$ cat src/rtl/comparator_pkg.sv
// Shared types for the serial comparator: FSM state encoding and result codes.
package comparator_pkg;

  typedef enum logic [1:0] {
    IDLE = 2'd0,
    CMP  = 2'd1,
    DONE = 2'd2
  } state_t;

  localparam logic [1:0] RES_EQ = 2'd0;
  localparam logic [1:0] RES_GT = 2'd1;
  localparam logic [1:0] RES_LT = 2'd2;

endpackage

$ cat src/rtl/serial_comparator_if.sv
// Request/result bundle of the serial comparator; master drives operands, slave returns flags.
interface serial_comparator_if #(
  parameter int WIDTH = 8
);
  logic             start;
  logic             signed_mode;
  logic [WIDTH-1:0] a;
  logic [WIDTH-1:0] b;
  logic             busy;
  logic             done;
  logic             eq;
  logic             gt;
  logic             lt;

  modport master (
    output start, signed_mode, a, b,
    input  busy, done, eq, gt, lt
  );

  modport slave (
    input  start, signed_mode, a, b,
    output busy, done, eq, gt, lt
  );
endinterface

$ cat src/rtl/comparator_bit_cell.sv
// Single-bit compare decision; at the signed MSB the sign bit reverses which operand wins.
module comparator_bit_cell (
  input  logic a_bit,
  input  logic b_bit,
  input  logic is_msb,
  input  logic signed_mode,
  output logic differ,
  output logic a_wins
);

  assign differ = a_bit ^ b_bit;
  // A set sign bit means the more negative operand, so B's bit decides who wins.
  assign a_wins = (is_msb && signed_mode) ? b_bit : a_bit;

endmodule

$ cat src/rtl/serial_comparator.sv
// Bit-serial MSB-first magnitude comparator (unsigned or two's complement).
// Build option: COMPARATOR_EARLY_EXIT_EN ends the scan right after the first differing bit.
//
// state | meaning
// IDLE  | waiting for start
// CMP   | scanning one operand bit per cycle, MSB first
// DONE  | result valid for one cycle; start here launches the next compare
module serial_comparator
  import comparator_pkg::*;
#(
  parameter int WIDTH = 8
) (
  input logic               clk,
  input logic               rst,
  serial_comparator_if.slave bus
);

  localparam int              IW      = (WIDTH > 1) ? $clog2(WIDTH) : 1;
  localparam logic [IW-1:0]   MSB_IDX = IW'(WIDTH - 1);

  state_t           state_q, state_d;
  logic [WIDTH-1:0] a_q, a_d;
  logic [WIDTH-1:0] b_q, b_d;
  logic             sm_q, sm_d;
  logic [IW-1:0]    idx_q, idx_d;
  logic [1:0]       res_q, res_d;
  logic             eq_q, eq_d;
  logic             gt_q, gt_d;
  logic             lt_q, lt_d;

  logic             bit_differ;
  logic             bit_a_wins;
  logic [1:0]       cur_res;
  logic             finish;

  comparator_bit_cell u_bit_cell (
    .a_bit       (a_q[idx_q]),
    .b_bit       (b_q[idx_q]),
    .is_msb      (idx_q == MSB_IDX),
    .signed_mode (sm_q),
    .differ      (bit_differ),
    .a_wins      (bit_a_wins)
  );

  // Once a decision is recorded, lower bits no longer matter.
  always_comb begin
    cur_res = res_q;
    if (res_q == RES_EQ && bit_differ) begin
      cur_res = bit_a_wins ? RES_GT : RES_LT;
    end
  end

`ifdef COMPARATOR_EARLY_EXIT_EN
  assign finish = (idx_q == '0) || (cur_res != RES_EQ);
`else
  assign finish = (idx_q == '0);
`endif

  always_comb begin
    state_d = state_q;
    a_d     = a_q;
    b_d     = b_q;
    sm_d    = sm_q;
    idx_d   = idx_q;
    res_d   = res_q;
    eq_d    = eq_q;
    gt_d    = gt_q;
    lt_d    = lt_q;
    case (state_q)
      IDLE, DONE: begin
        if (bus.start) begin
          a_d     = bus.a;
          b_d     = bus.b;
          sm_d    = bus.signed_mode;
          idx_d   = MSB_IDX;
          res_d   = RES_EQ;
          state_d = CMP;
        end else if (state_q == DONE) begin
          state_d = IDLE;
        end
      end
      CMP: begin
        res_d = cur_res;
        if (finish) begin
          state_d = DONE;
          eq_d    = (cur_res == RES_EQ);
          gt_d    = (cur_res == RES_GT);
          lt_d    = (cur_res == RES_LT);
        end else begin
          idx_d = idx_q - 1'b1;
        end
      end
      default: state_d = IDLE;
    endcase
  end

  always_ff @(posedge clk) begin
    if (rst) begin
      state_q <= IDLE;
      a_q     <= '0;
      b_q     <= '0;
      sm_q    <= 1'b0;
      idx_q   <= '0;
      res_q   <= RES_EQ;
      eq_q    <= 1'b0;
      gt_q    <= 1'b0;
      lt_q    <= 1'b0;
    end else begin
      state_q <= state_d;
      a_q     <= a_d;
      b_q     <= b_d;
      sm_q    <= sm_d;
      idx_q   <= idx_d;
      res_q   <= res_d;
      eq_q    <= eq_d;
      gt_q    <= gt_d;
      lt_q    <= lt_d;
    end
  end

  assign bus.busy = (state_q == CMP);
  assign bus.done = (state_q == DONE);
  assign bus.eq   = eq_q;
  assign bus.gt   = gt_q;
  assign bus.lt   = lt_q;

endmodule

$ cat src/flat_wrapper.sv
// flat-port wrapper written by rule: the top's interface ports become plain ports
module serial_comparator_flat import comparator_pkg::*;
#(
  parameter int WIDTH = 8
)
  (clk, rst, bus_start, bus_signed_mode, bus_a, bus_b, bus_busy, bus_done, bus_eq, bus_gt, bus_lt);
  serial_comparator_if #(.WIDTH(WIDTH)) bus_i ();
  input logic clk;
  input logic rst;
  input wire logic [$bits(bus_i.start)-1:0] bus_start;
  input wire logic [$bits(bus_i.signed_mode)-1:0] bus_signed_mode;
  input wire logic [$bits(bus_i.a)-1:0] bus_a;
  input wire logic [$bits(bus_i.b)-1:0] bus_b;
  output wire logic [$bits(bus_i.busy)-1:0] bus_busy;
  output wire logic [$bits(bus_i.done)-1:0] bus_done;
  output wire logic [$bits(bus_i.eq)-1:0] bus_eq;
  output wire logic [$bits(bus_i.gt)-1:0] bus_gt;
  output wire logic [$bits(bus_i.lt)-1:0] bus_lt;
  assign bus_i.start = bus_start;
  assign bus_i.signed_mode = bus_signed_mode;
  assign bus_i.a = bus_a;
  assign bus_i.b = bus_b;
  assign bus_busy = bus_i.busy;
  assign bus_done = bus_i.done;
  assign bus_eq = bus_i.eq;
  assign bus_gt = bus_i.gt;
  assign bus_lt = bus_i.lt;
  serial_comparator #(.WIDTH(WIDTH)) u_core (.clk(clk), .rst(rst), .bus(bus_i));
endmodule
$ cat config.mk
export PLATFORM = sky130hd
export DESIGN_NAME = serial_comparator_flat
export DESIGN_NICKNAME = d
export VERILOG_FILES = /design/src/rtl/comparator_pkg.sv /design/src/rtl/serial_comparator_if.sv /design/src/rtl/comparator_bit_cell.sv /design/src/rtl/serial_comparator.sv /design/src/flat_wrapper.sv
export SDC_FILE = /design/constraint.sdc
export NUM_CORES = 1
export LEC_CHECK = 0
export CAP_MARGIN = 20
export CELL_PAD_IN_SITES_DETAIL_PLACEMENT = 1
export CELL_PAD_IN_SITES_GLOBAL_PLACEMENT = 1
export CORE_MARGIN = 3
export CORE_UTILIZATION = 34
export DETAILED_ROUTE_END_ITERATION = 12
export GPL_TIMING_DRIVEN = 0
export PLACE_DENSITY = 0.73
export SYNTH_ARGS = -nofsm -noshare
export SYNTH_HDL_FRONTEND = slang
export SYNTH_HIERARCHICAL = 1
export SYNTH_SLANG_ARGS = --single-unit
$ cat constraint.sdc
create_clock -name clk -period 2.2 [get_ports clk]
set_clock_uncertainty 0.05 [all_clocks]
set_input_delay 0.44 -clock clk [delete_from_list [all_inputs] [get_ports clk]]
set_output_delay 0.44 -clock clk [all_outputs]
set_load 0.01 [all_outputs]
Word-level counts from Yosys, hierarchy flattened
Index checks and enable logic that the tools add are counted.
{"block": "classes", "n_bitwise": 1, "muxes": 16, "reduce_logical": 13, "n_eq_ne": 9, "n_addsub": 1, "n_lt_le_gt_ge": 1}
{"operator": "2-to-1 mux 2 bit", "count": 6}
{"operator": "case mux 2 bit (2 select lines)", "count": 2}
{"operator": "AND reduction 2 bit", "count": 4}
{"operator": "binary-select mux 1 bit (select 3 bit)", "count": 2}
{"operator": "zero test 2 bit", "count": 3}
{"operator": "2-to-1 mux 3 bit", "count": 2}
{"operator": "case mux 3 bit (2 select lines)", "count": 1}
{"operator": "== test 2 x 1 -> 1 bit (second input constant)", "count": 2}
{"operator": "== test 2 bit (second input constant)", "count": 2}
{"operator": "less-than comparator 3 x 4 -> 1 bit (second input constant)", "count": 1}
{"operator": "inequality test 2 bit (second input constant)", "count": 2}
{"operator": "== test 3 bit (second input constant)", "count": 1}
{"operator": "zero test 3 bit", "count": 1}
{"operator": "2-to-1 mux 1 bit", "count": 3}
{"operator": "inequality test 3 bit (second input constant)", "count": 1}
{"operator": "AND reduction 3 bit", "count": 1}
{"operator": "subtractor 3 x 1 -> 3 bit (second input constant)", "count": 1}
{"operator": "logical AND 1 bit", "count": 2}
{"operator": "inequality test 2 x 1 -> 1 bit (second input constant)", "count": 1}
{"operator": "nonzero test 2 bit", "count": 1}
{"operator": "OR reduction 2 bit", "count": 1}
{"operator": "bitwise XOR 1 bit", "count": 1}
{"block": "word_totals", "out_inout_bits": 5, "in_bits": 20, "elab_cells": 50, "reg_bits": 27}

Depth between registers and ports, before layout
{"block": "depth", "word_depth": 6, "mapped_depth": 7, "ltp_nobuf": 7}

Hierarchy
The synthesis kept the hierarchy.
{"module": "serial_comparator", "area_per_inst_um2": 1213.7, "seq_area_each_um2": 540.5, "n_inst": 1, "cells_each": 134}
{"module": "comparator_bit_cell", "area_per_inst_um2": 27.5, "seq_area_each_um2": 0.0, "n_inst": 1, "cells_each": 3}

Least setup slack after synthesis
No wires, ideal clock.
{"block": "synth_timing", "kind": "register to register", "start": "register u_core.idx_q[0]", "end": "register u_core.eq_q, in the netlist u_core/bus.eq", "required_time_ps": 2079, "synth_period_minus_slack_ps": 2120, "path_slack_ps": 80, "setup_time_ps": 71, "path_stages_with_launch": 7, "arrival_ps": 2000, "path_buffers": 1, "cell_sequence": "dfxtp_1 > buf_6 > mux4_1 > mux2_2 > xor2_1 > or4_1 > a21oi_1"}
{"block": "synth_between", "elab_chain_cells": 6, "elab_cells_between_ends": 14, "classes_between": "1 x eq/ne; 7 x mux; 1 x bitwise; 5 x reduce/logical"}
{"item": "from (decl)", "line": "serial_comparator.sv:25", "text": "logic [IW-1:0] idx_q, idx_d;"}
{"item": "from (signal assigned)", "line": "serial_comparator.sv:113", "text": "idx_q <= idx_d;"}
{"item": "binary-select mux 1 bit (select 3 bit) (on tied branches)", "line": "serial_comparator.sv:37, serial_comparator.sv:38"}
{"item": "2-to-1 mux 1 bit (on tied branches)", "line": "serial_comparator.sv:37, serial_comparator.sv:38"}
{"item": "bitwise XOR 1 bit *", "line": "comparator_bit_cell.sv:11", "text": "assign differ = a_bit ^ b_bit;"}
{"item": "via u_core.bit_differ", "line": "serial_comparator.sv:31", "text": "logic bit_differ;"}
{"item": "logical AND 1 bit *", "line": "serial_comparator.sv:48", "text": "if (res_q == RES_EQ && bit_differ) begin"}
{"item": "2-to-1 mux 2 bit *", "line": "serial_comparator.sv:48"}
{"item": "zero test 2 bit *", "line": "serial_comparator.sv:86", "text": "eq_d = (cur_res == RES_EQ);"}
{"item": "to (signal assigned)", "line": "serial_comparator.sv:115", "text": "eq_q <= eq_d;"}
{"item": "to (decl)", "line": "serial_comparator.sv:27", "text": "logic eq_q, eq_d;"}
Mark *: on every way through the listed nets, which the timed path passes. The rest lies on a longest branch. The select of a mux whose other input is x is not followed.
A chain may end at the register's enable or synchronous reset.

Final worst setup path
{"block": "layout_timing", "start": "register u_core.idx_q[0]", "end": "register u_core.res_q[0]"}
{"block": "layout_between", "elab_chain_cells": 6, "elab_cells_between_ends": 12, "classes_between": "1 x eq/ne; 8 x mux; 1 x bitwise; 2 x reduce/logical"}
{"item": "binary-select mux 1 bit (select 3 bit), or another cell as far along", "line": "serial_comparator.sv:37", "text": ".a_bit (a_q[idx_q]),"}
{"item": "2-to-1 mux 1 bit (implied by the code), or another cell as far along", "line": "serial_comparator.sv:37"}
{"item": "2-to-1 mux 1 bit *", "line": "comparator_bit_cell.sv:13", "text": "assign a_wins = (is_msb && signed_mode) ? b_bit : a_bit;"}
{"item": "via u_core.bit_a_wins", "line": "serial_comparator.sv:32", "text": "logic bit_a_wins;"}
{"item": "2-to-1 mux 2 bit *", "line": "serial_comparator.sv:49", "text": "cur_res = bit_a_wins ? RES_GT : RES_LT;"}
{"item": "2-to-1 mux 2 bit *", "line": "serial_comparator.sv:48"}
{"item": "case mux 2 bit (2 select lines) *", "line": "serial_comparator.sv:69", "text": "case (state_q)"}
{"item": "to (signal assigned)", "line": "serial_comparator.sv:114", "text": "res_q <= res_d;"}
{"item": "to (decl)", "line": "serial_comparator.sv:26", "text": "logic [1:0] res_q, res_d;"}
Marked as above.

==> run_results.csv <==
group,metric,value,unit
outcome,status,"completed",
global_route,use_met2,23.4,%
timing,fin_crit,2.19,ns
synth,syn_nets,160,
finish,drive_gt1_share,15.2,%
global_route,busiest_layer,"met2",
global_route,grt_pass1_vias,1047,
timing,fin_ws,0.00694,ns
floorplanning,pin_count,25,
synth,postSynthCellCount,137,
clocking,root_buffer,"clkbuf_4",
worst_setup_path,max_stage_delay,0.51,ns
finish,area_growth,28.2,%
finish,antenna_cells,0,
timing,whs,0.418,ns
power_and_ir_drop,power.total,0.00103,W
timing,fmax,456,MHz
worst_setup_path,crit_path_cell_trace,"buf_6, mux4_2, mux2_4, mux2_4, and3b_1, a22oi_2, nor2_1",
worst_setup_path,crit_path_end,"u_core/res_q[0]",
place,place.gp.congestion,0.737,
worst_setup_path,end_kind,"register",
clocking,htree_levels,1,
global_route,grt_use_met1,18.3,%
power_and_ir_drop,power_leakage,0.601,nW
finish,fin_nets,189,
detailed_routing,wl_per_cell,14.2,um
detailed_routing,wl,2990,um
floorplanning,coreArea,3420,um^2
floorplanning,die_y,66.4,um
synth,ys_top_cells_by_area,"dfxtp_1 44%, nand2_1 11%, mux4_1 8.5%",
floorplanning,die-area,4410,um^2
timing,worst_pin_slew,0.477,ns
clocking,clockBufferDepth,2,
worst_setup_path,required,2.38,ns
global_route,grt_pass1_wl,4790,um
power_and_ir_drop,vdd_drop_max,0.282,mV
detailed_routing,first_pass_iters,4,
worst_setup_path,slowest_stage,"mux4_2",
synth,ys.flop_type,"dfxtp_1",
detailed_routing,first_iter_violations,37,
global_route,grt_max_degree,16,
timing,setup_violations,0,
finish,design_area,1590,um^2
worst_setup_path,worstReg2RegStart,"u_core/idx_q[0]",
finish,final_common_cell,"nand2_1",
timing,period_share,99.7,%
worst_setup_path,crit_fanout,5,
synth,async_flop_share,0,%
worst_setup_path,crit_type,"register to register",
clocking,clk_pin_slew,0.16,ns
min_path,hold_path_class,"register to register",
synth,mappedNetlistArea,1240,um^2
clocking,tritoncts_num_sinks,27,
synth,ys_seq_area_share,43.5,%
synth,synth-seq-cells,27,
detailed_routing,dr_total_vias,1062,
timing,slew_headroom,68.2,%
worst_setup_path,startpoint,"u_core/idx_q[0]",
clocking,numCtsBuffers,3,
place,dpl.hpwl,2200,um
worst_setup_path,r2r_setup_slack,0.007,ns
synth,synth_area_leader_cell,"dfxtp_1",
synth,synth.avg_cell_area,9.06,um^2
synth,synth_top_area_share,43.5,%
global_route,track_usage,14.2,%
detailed_routing,post-route-drc-count,0,
worst_setup_path,reg2reg_depth,7,
place,dp_slack,-0.157,ns
place,port_buffers,23,
worst_setup_path,cp.arrival,2.37,ns
timing,finalMaxSlewViolations,0,
place,place_area,1530,um^2
clocking,clk_latency,0.33,ns
detailed_routing,vias_per_cell,5.03,
clocking,cts_tree,"done",
timing,hold_violations,0,
synth,yosys_warnings,6,
floorplanning,initial_utilization,36.3,%
timing,finalSetupTns,0,ns
worst_setup_path,cp-start-kind,"register",
floorplanning,die_x,66.4,um
finish,mostFrequentLayoutCells,"37 x nand2_1, 25 x dfxtp_1, 23 x clkdlybuf4s50_1, 20 x a21oi_1, 7 x nor2b_1",
floorplanning,rows,21,
synth,synth_edf_count,0,
worst_setup_path,cp_common_cell,"mux2_4",
clocking,cts_hold_buffers,0,
global_route,overflow,0,
job,drv_cap,0,
timing,rsz0062_at_grt,"yes",
worst_setup_path,rr_endpoint,"u_core/res_q[0]",
synth,synth_cell_types,28,
detailed_routing,ant_nets,0,
power_and_ir_drop,p_per_area,645,nW/um^2
global_route,grt_util_met3,2.55,%
global_route,antenna_found_initial,0,
## how the worst min path moves through the flow
stage / start / to / slack [ns] / depth (start not counted)
finish: u_core/b_q[2] / u_core/b_q[2] / 0.42 / 2
global route: u_core/b_q[2] / u_core/b_q[2] / 0.44 / 2
CTS: u_core/b_q[2] / u_core/b_q[2] / 0.41 / 2
detailed placement: u_core/b_q[2] / u_core/b_q[2] / 0.40 / 2
global placement: u_core/b_q[5] / u_core/b_q[5] / 0.39 / 2
floorplan: u_core/a_q[1] / u_core/a_q[1] / 0.38 / 2
## layout make-up
type,instances,area [um^2]
Timing Repair Buffer,24,238
Fill cell,416,1820
Clock buffer,3,22.5
Clock inverter,1,5.00
Multi-Input combinational cell,99,671
Sequential cell,27,543
Tap cell,46,57.6
Inverter,2,7.51
Buffer,9,47.5
## sequential cells by signal (all words and copies together), names as in the netlist
signal	cells
u_core/a_q	8
u_core/b_q	8
u_core/idx_q	3
u_core/res_q	2
u_core/state_q	2
u_core/bus.eq	1
u_core/bus.gt	1
u_core/bus.lt	1
u_core/sm_q	1
## cells in the mapped netlist, drive strengths merged (2+ instances only)
cell type	count
nand2	37
dfxtp	27
a21oi	20
buf	7
nor2b	7
mux4	4
nor2	4
nor3	4
ha	3
mux2	3
a22oi	2
clkbuf	2
inv	2
nand2b	2
nand3b	2
nor3b	2
## logic make-up (layout without fill, tap and decap cells)
| kind of cell | Yosys count | count (layout) | synth area share (%) |
|---|---|---|---|
| and+or+nand+nor | 62 | 62 | 25.0 |
| DFF | 27 | 27 | 43.5 |
| AOI/OAI and AO/OA | 26 | 26 | 11.8 |
| buffers and inverters | 11 | 39 | 4.44 |
| muxes | 7 | 7 | 11.5 |
| adders and majority gates | 3 | 3 | 3.02 |
| xor gates and xnor gates | 1 | 1 | 0.706 |
## worst max-delay path: cells and delay by family, from the launching register on
family	cells	cell delay, ns
DFF	1	0.36
buffers and inverters	1	0.13
and+or+nand+nor	2	0.26
AOI/OAI and AO/OA	1	0.18
muxes	3	1.12
## metal layers
| metal | routed length [um] | vias up |
|---|---|---|
| met1 | 1360 | 518 |
| met2 | 1490 | 20 |
| met4 | 28 | 0 |
| met5 | 0 | - |
| met3 | 108 | 2 |
| li1 | - | 522 |
## through the flow
step                      util [%]  std cells
after floorplan                  -        137
after global placement        44.8        206
after detailed placement      44.8        206
after CTS                     45.7        210
after global routing          46.6        211
final                         46.6        211
## report_power, final
| part | leakage (nW) | switching [W] | total, W | internal [W] |
|---|---|---|---|---|
| Clock | 0.0177 | 0.000150 | 0.000218 | 0.0000681 |
| Combinational | 0.361 | 0.000115 | 0.000252 | 0.000137 |
| Sequential | 0.222 | 0.0000309 | 0.000556 | 0.000525 |
| Total | 0.601 | 0.000295 | 0.00103 | 0.000731 |
## repair_timing
action                                  4_1_cts  5_1_grt
endpoints found under the setup margin        6        6
setup buffers                                 0        1
endpoints found under the hold margin         0        0
pin swaps                                     1        1
resized for setup                             8        4
Power figures use the tool's default switching activity.
